<file path="config.mk">
export PLATFORM = sky130hd
export DESIGN_NAME = sad_row_accumulator_flat
export DESIGN_NICKNAME = d
export VERILOG_FILES = /design/src/rtl/sad_row_accumulator_if.sv /design/src/rtl/sad_row_accumulator.sv /design/src/flat_wrapper.sv
export SDC_FILE = /design/constraint.sdc
export NUM_CORES = 1
export LEC_CHECK = 0
export CORE_MARGIN = 8
export CORE_UTILIZATION = 50
export DETAILED_ROUTE_END_ITERATION = 8
export DONT_BUFFER_PORTS = 1
export HOLD_SLACK_MARGIN = 0.1
export SLEW_MARGIN = 20
export SYNTH_ARGS = -nofsm -noshare
export SYNTH_HDL_FRONTEND = slang
export SYNTH_SLANG_ARGS = --single-unit
</file>
<file path="constraint.sdc">
create_clock -name i_clk -period 4.6 [get_ports i_clk]
set_clock_uncertainty 0.05 [all_clocks]
set_input_delay 0.46 -clock i_clk [delete_from_list [all_inputs] [get_ports i_clk]]
set_output_delay 0.46 -clock i_clk [all_outputs]
set_load 0.01 [all_outputs]
</file>
<file path="src/rtl/sad_row_accumulator_if.sv">
// sad_row_accumulator_if: row-sum input stream and block-SAD output stream
// of the SAD row accumulator, plus its status and best-candidate outputs.
// master = upstream/downstream environment, slave = the accumulator.
interface sad_row_accumulator_if #(
  parameter int ROW_W = 11,
  parameter int ROWS  = 8,
  parameter int SAD_W = ROW_W + $clog2(ROWS),
  parameter int IDX_W = 8
);
  logic [ROW_W-1:0] i_row_sum;
  logic             i_row_valid;
  logic             o_row_ready;
  logic [SAD_W-1:0] o_sad;
  logic             o_sad_valid;
  logic             i_sad_ready;
  logic             o_busy;
  logic [SAD_W-1:0] o_best_sad;
  logic [IDX_W-1:0] o_best_idx;

  modport master (
    output i_row_sum,
    output i_row_valid,
    input  o_row_ready,
    input  o_sad,
    input  o_sad_valid,
    output i_sad_ready,
    input  o_busy,
    input  o_best_sad,
    input  o_best_idx
  );

  modport slave (
    input  i_row_sum,
    input  i_row_valid,
    output o_row_ready,
    output o_sad,
    output o_sad_valid,
    input  i_sad_ready,
    output o_busy,
    output o_best_sad,
    output o_best_idx
  );
endinterface

</file>
<file path="src/rtl/sad_row_accumulator.sv">
// sad_row_accumulator: sums ROWS consecutive row SADs from the compressor
// array into one block SAD and offers it downstream with valid/ready.
// A new block may start in the same cycle the previous result is taken,
// so one row per cycle is sustained while the consumer is ready.
// Optional feature macro: BEST_SAD_TRACK_EN (running minimum block SAD and
// the index of the block that produced it).
module sad_row_accumulator #(
  parameter int ROW_W = 11,
  parameter int ROWS  = 8,
  parameter int SAD_W = ROW_W + $clog2(ROWS),
  parameter int IDX_W = 8
) (
  input  logic                 i_clk,
  input  logic                 i_rst_n,
  input  logic                 i_clear,
  sad_row_accumulator_if.slave bus
);

  localparam int              CNT_W    = $clog2(ROWS);
  localparam logic [CNT_W-1:0] LAST_CNT = CNT_W'(ROWS - 1);

  typedef enum logic [1:0] {
    IDLE  = 2'd0,
    ACCUM = 2'd1,
    HOLD  = 2'd2
  } state_t;

  state_t           state, state_nxt;
  logic [SAD_W-1:0] acc, acc_nxt;
  logic [CNT_W-1:0] cnt, cnt_nxt;
  logic [SAD_W-1:0] sad_p1, sad_nxt;
  logic             vld_p1, vld_nxt;

  logic             row_ready;
  logic             row_acc;
  logic             blk_done;
  logic [SAD_W-1:0] row_ext;
  logic [SAD_W-1:0] blk_sum;

  // Row sums are unsigned; the block width covers ROWS full-scale rows.
  function automatic logic [SAD_W-1:0] zext_row(input logic [ROW_W-1:0] v);
    return SAD_W'(v);
  endfunction

  // Ready drops only while a result waits for the consumer, or on clear.
  assign row_ready = ~i_clear & ((state != HOLD) | bus.i_sad_ready);
  assign row_acc   = bus.i_row_valid & row_ready;
  assign row_ext   = zext_row(bus.i_row_sum);
  assign blk_sum   = acc + row_ext;
  assign blk_done  = row_acc & (state == ACCUM) & (cnt == LAST_CNT);

  // State, accumulator, row count and result registers.
  always_ff @(posedge i_clk or negedge i_rst_n) begin
    if (!i_rst_n) begin
      state  <= IDLE;
      acc    <= '0;
      cnt    <= '0;
      sad_p1 <= '0;
      vld_p1 <= 1'b0;
    end else begin
      state  <= state_nxt;
      acc    <= acc_nxt;
      cnt    <= cnt_nxt;
      sad_p1 <= sad_nxt;
      vld_p1 <= vld_nxt;
    end
  end

  // Next-state and datapath update: clear first, then per-state behaviour.
  always_comb begin
    state_nxt = state;
    acc_nxt   = acc;
    cnt_nxt   = cnt;
    sad_nxt   = sad_p1;
    vld_nxt   = vld_p1;
    if (i_clear) begin
      // Abort: drop partial sum and any pending result; keep o_sad value.
      state_nxt = IDLE;
      acc_nxt   = '0;
      cnt_nxt   = '0;
      vld_nxt   = 1'b0;
    end else begin
      unique case (state)
        IDLE: begin
          if (row_acc) begin
            acc_nxt   = row_ext;
            cnt_nxt   = CNT_W'(1);
            state_nxt = ACCUM;
          end
        end
        ACCUM: begin
          if (blk_done) begin
            sad_nxt   = blk_sum;
            vld_nxt   = 1'b1;
            acc_nxt   = '0;
            cnt_nxt   = '0;
            state_nxt = HOLD;
          end else if (row_acc) begin
            acc_nxt = blk_sum;
            cnt_nxt = cnt + CNT_W'(1);
          end
        end
        HOLD: begin
          if (bus.i_sad_ready) begin
            vld_nxt   = 1'b0;
            state_nxt = IDLE;
            // Back-to-back: the first row of the next block rides the handshake.
            if (row_acc) begin
              acc_nxt   = row_ext;
              cnt_nxt   = CNT_W'(1);
              state_nxt = ACCUM;
            end
          end
        end
        default: begin
          state_nxt = IDLE;
          acc_nxt   = '0;
          cnt_nxt   = '0;
          vld_nxt   = 1'b0;
        end
      endcase
    end
  end

  assign bus.o_row_ready = row_ready;
  assign bus.o_sad       = sad_p1;
  assign bus.o_sad_valid = vld_p1;
  assign bus.o_busy      = (state != IDLE);

`ifdef BEST_SAD_TRACK_EN
  logic [SAD_W-1:0] best_sad;
  logic [IDX_W-1:0] best_idx;
  logic [IDX_W-1:0] cand_cnt;

  // Running minimum over completed blocks; strict compare keeps the earliest tie.
  always_ff @(posedge i_clk or negedge i_rst_n) begin
    if (!i_rst_n) begin
      best_sad <= '1;
      best_idx <= '0;
      cand_cnt <= '0;
    end else if (i_clear) begin
      best_sad <= '1;
      best_idx <= '0;
      cand_cnt <= '0;
    end else if (blk_done) begin
      cand_cnt <= cand_cnt + IDX_W'(1);
      if (blk_sum < best_sad) begin
        best_sad <= blk_sum;
        best_idx <= cand_cnt;
      end
    end
  end

  assign bus.o_best_sad = best_sad;
  assign bus.o_best_idx = best_idx;
`else
  assign bus.o_best_sad = SAD_W'(0);
  assign bus.o_best_idx = IDX_W'(0);
`endif

endmodule

</file>
<file path="src/flat_wrapper.sv">
// flat-port wrapper written by rule: the top's interface ports become plain ports
module sad_row_accumulator_flat 
#(
  parameter int ROW_W = 11,
  parameter int ROWS  = 8,
  parameter int SAD_W = ROW_W + $clog2(ROWS),
  parameter int IDX_W = 8
)
  (i_clk, i_rst_n, i_clear, bus_i_row_sum, bus_i_row_valid, bus_o_row_ready, bus_o_sad, bus_o_sad_valid, bus_i_sad_ready, bus_o_busy, bus_o_best_sad, bus_o_best_idx);
  sad_row_accumulator_if #(.ROW_W(ROW_W), .ROWS(ROWS), .SAD_W(SAD_W), .IDX_W(IDX_W)) bus_i ();
  input  logic i_clk;
  input  logic i_rst_n;
  input  logic i_clear;
  input wire logic [$bits(bus_i.i_row_sum)-1:0] bus_i_row_sum;
  input wire logic [$bits(bus_i.i_row_valid)-1:0] bus_i_row_valid;
  output wire logic [$bits(bus_i.o_row_ready)-1:0] bus_o_row_ready;
  output wire logic [$bits(bus_i.o_sad)-1:0] bus_o_sad;
  output wire logic [$bits(bus_i.o_sad_valid)-1:0] bus_o_sad_valid;
  input wire logic [$bits(bus_i.i_sad_ready)-1:0] bus_i_sad_ready;
  output wire logic [$bits(bus_i.o_busy)-1:0] bus_o_busy;
  output wire logic [$bits(bus_i.o_best_sad)-1:0] bus_o_best_sad;
  output wire logic [$bits(bus_i.o_best_idx)-1:0] bus_o_best_idx;
  assign bus_i.i_row_sum = bus_i_row_sum;
  assign bus_i.i_row_valid = bus_i_row_valid;
  assign bus_o_row_ready = bus_i.o_row_ready;
  assign bus_o_sad = bus_i.o_sad;
  assign bus_o_sad_valid = bus_i.o_sad_valid;
  assign bus_i.i_sad_ready = bus_i_sad_ready;
  assign bus_o_busy = bus_i.o_busy;
  assign bus_o_best_sad = bus_i.o_best_sad;
  assign bus_o_best_idx = bus_i.o_best_idx;
  sad_row_accumulator #(.ROW_W(ROW_W), .ROWS(ROWS), .SAD_W(SAD_W), .IDX_W(IDX_W)) u_core (.i_clk(i_clk), .i_rst_n(i_rst_n), .i_clear(i_clear), .bus(bus_i));
endmodule
</file>
==> reports/summary.txt <==
slew margin rel. = 0.444
first-pass GRT wire length = 7830 um
Die Y = 82.6 um
worst flop-to-flop path endpoint = u_core.bus.o_sad[12]
Max Slew Vio Count = 0
# diodes = 0
H-tree Lvls = 2
Post-synth EDFFs = 0
setup ws final = 2390 ps
NumNets Final = 263
Initial DRC Count = 112
slowest CP cell = fa_1
post-synth top area share = 0.384
postcts setup bufs = 0
RePlAce Congestion = 0.830
post-synth cell types = 47
Layout area overhead = 3.73%
largest net degree at the start of global routing = 35
dpl ws = 2280 ps
GRT Residual Overflow = 0
Max Freq = 452 MHz
Post-Route Setup TNS = 0 ps
non-filler instance count after layout = 286
Syn. warnings = 0
Clock Latency Late Sink = 290 ps
Syn Area/Cell = 9.43 um2
fin util = 0.532
Pre-antenna DRT Iters = 4
Tightest Pin Transition = 832 ps
critical-path cell list = ha_1 -> inv_1 -> fa_1 -> nor2b_1 -> o2111ai_1 -> a21oi_1 -> o21a_1 -> mux2i_1
WL/cell = 16.7 um
CTS buffer count = 5
# setup viols final = 0
CTS max path bufs = 2
Final Hold Violating Endpoints = 0
Detailed Place HPWL = 3570 um
FP Rows = 24
ys flop type = dfrtp_1
CTS clk-pin slew, worst paths = 70 ps
#FFs+latches synth = 34
R2R depth = 8
RSZ-0062 raised after global routing = false
crit path max fanout = 4
die footprint = 0.00682 mm2
post-route DRC violation count = 0
total wire length = 4780 um
register area share after synthesis = 0.384
num ports = 55
Final min period = 2210 ps
Synth Instances = 235
Total GRT Usage = 0.148
CP arrival = 2370 ps
synthesized area = 0.00222 mm2
initial antenna violation count = 0
sinks on the clock net = 34
placed insts = 276
DR vias/cell = 5.79
flop2flop setup slack = 2390 ps
Worst Hold Class = input pin to flip-flop
share of the clock period used by the worst path = 0.481
critical path type = flip-flop to flip-flop
top cells by area, synth = dfrtp_1, buf_4, ha_1
reg-to-reg startpoint = u_core.acc[0]
fraction of registers with async set/reset = 1.00
critical path capture point type = flip-flop
cell taking the most area after synthesis = dfrtp_1
PortBufs = 0
DP Area = 0.00216 mm2
status = complete, no violations
worst vdd ir = 0.000190 V
Startpoint Class = flip-flop
P per Cell Area = 314 mW/mm2
via count = 1655
layout cells sized above 1 = 0.0641
number of global-route vias before repair = 1621
Leak Pwr = 1.09 nW
crit-path max cell delay = 400 ps
CTS tree = built
Final Cell Area = 0.00230 mm2
CP required = 4760 ps
area of the core = 0.00432 mm2
critical path startpoint = u_core.acc[0]
root buf cell = clkbuf_8
Worst setup endpoint = u_core.bus.o_sad[12]
# Max-Cap Violations = 0
Routed Antenna Nets = 0
Starting Density = 0.512
Die W = 82.6 um
## synthesized netlist by cell type, drive strengths merged (2+ instances only)
cell / number
a211oi: 2
a21o: 6
a21oi: 12
a221oi: 2
a22o: 2
a22oi: 10
a31oi: 3
buf: 28
clkbuf: 5
dfrtp: 34
ha: 13
inv: 6
mux2i: 4
nand2: 18
nand2b: 4
nand3: 3
nand4: 2
nor2: 7
nor2b: 3
nor3: 5
o2111ai: 2
o211ai: 3
o21a: 2
o21ai: 26
o31ai: 5
or3: 3
xnor2: 4
xor2: 6
## cell families (layout without fill, tap and decap cells)
group	Yosys count	in the layout	synth area share
compound gates	80	80	0.239
xor+xnor	10	10	0.0395
flops	34	34	0.384
mux	5	5	0.0232
buf+inv	39	17	0.110
simple gates	52	52	0.121
fa+ha+maj	14	14	0.0824
other cells	1	22	0.00169
## where the power goes
part	internal, W	total (W)	switching (W)
sequential	0.000309	0.000318	0.00000849
clock	0.000162	0.000273	0.000111
combinational	0.0000494	0.000132	0.0000826
total	0.000521	0.000722	0.000202
## registers in the layout (all words and copies together) (netlist names)
register and flops:
u_core.bus.o_sad_valid 1, u_core.cnt 3, u_core.bus.o_sad 14, u_core.state 2
u_core.acc 14
## worst min-delay path by stage
stage | from | to | slack [ps] | cells after the start
6_report | i_clear | u_core.state[1] | 180 | 1
5_1_grt | i_clear | u_core.state[1] | 170 | 1
4_1_cts | i_clear | u_core.state[1] | 170 | 1
3_5_place_dp | i_rst_n | u_core.bus.o_sad[3] | 120 | 0
3_3_place_gp | i_rst_n | u_core.acc[1] | 120 | 0
2_1_floorplan | i_rst_n | u_core.acc[0] | 110 | 0
## area by class of cell
cell class	count	area, um2
inverters	6	22.5
multi-input cells	183	1220
well taps	52	65.1
flip-flops and latches	34	851
clock inverters	1	30.0
repair buffers	3	37.5
fillers	416	2030
clock buffers	7	76.3
## through the flow
stage	total power, W	hold WS, ps
after global routing	0.000762	170
after floorplan	0.000439	114
after global placement	0.000442	116
after CTS	0.000730	167
final	0.000722	179
after detailed placement	0.000445	116
## layout by cell type (no fill, tap or decap), types with 6 or more instances in the layout
master	count
nand2_1	18
dfrtp_1	34
xor2_1	6
nor2_1	7
inv_1	6
ha_1	13
conb_1	22
a21o_1	6
a21oi_1	12
o21ai_0	26
a22oi_1	10
## worst max-delay path: cells and delay by family (launching register included)
| kind | cells | cell delay, ps |
|---|---|---|
| compound gates | 3 | 730 |
| fa+ha+maj | 2 | 590 |
| flops | 1 | 350 |
| mux | 1 | 180 |
| simple gates | 1 | 150 |
| buf+inv | 1 | 60 |
## layer usage
metal | global-route usage | vias to the layer above | wire, um
li1 | - | 808 | -
met3 | 0.0487 | 5 | 315
met5 | 0 | - | 0
met1 | 0.174 | 788 | 2000
met4 | 0.0310 | 0 | 32
met2 | 0.256 | 54 | 2430
## what timing repair did
item / CTS / global route
hold buffers: 2 / 0
gates resized for setup: 0 / 0
setup endpoints to repair: 0 / 0
endpoints found under the hold margin: 34 / 0
(Power assumes the default switching activity.)
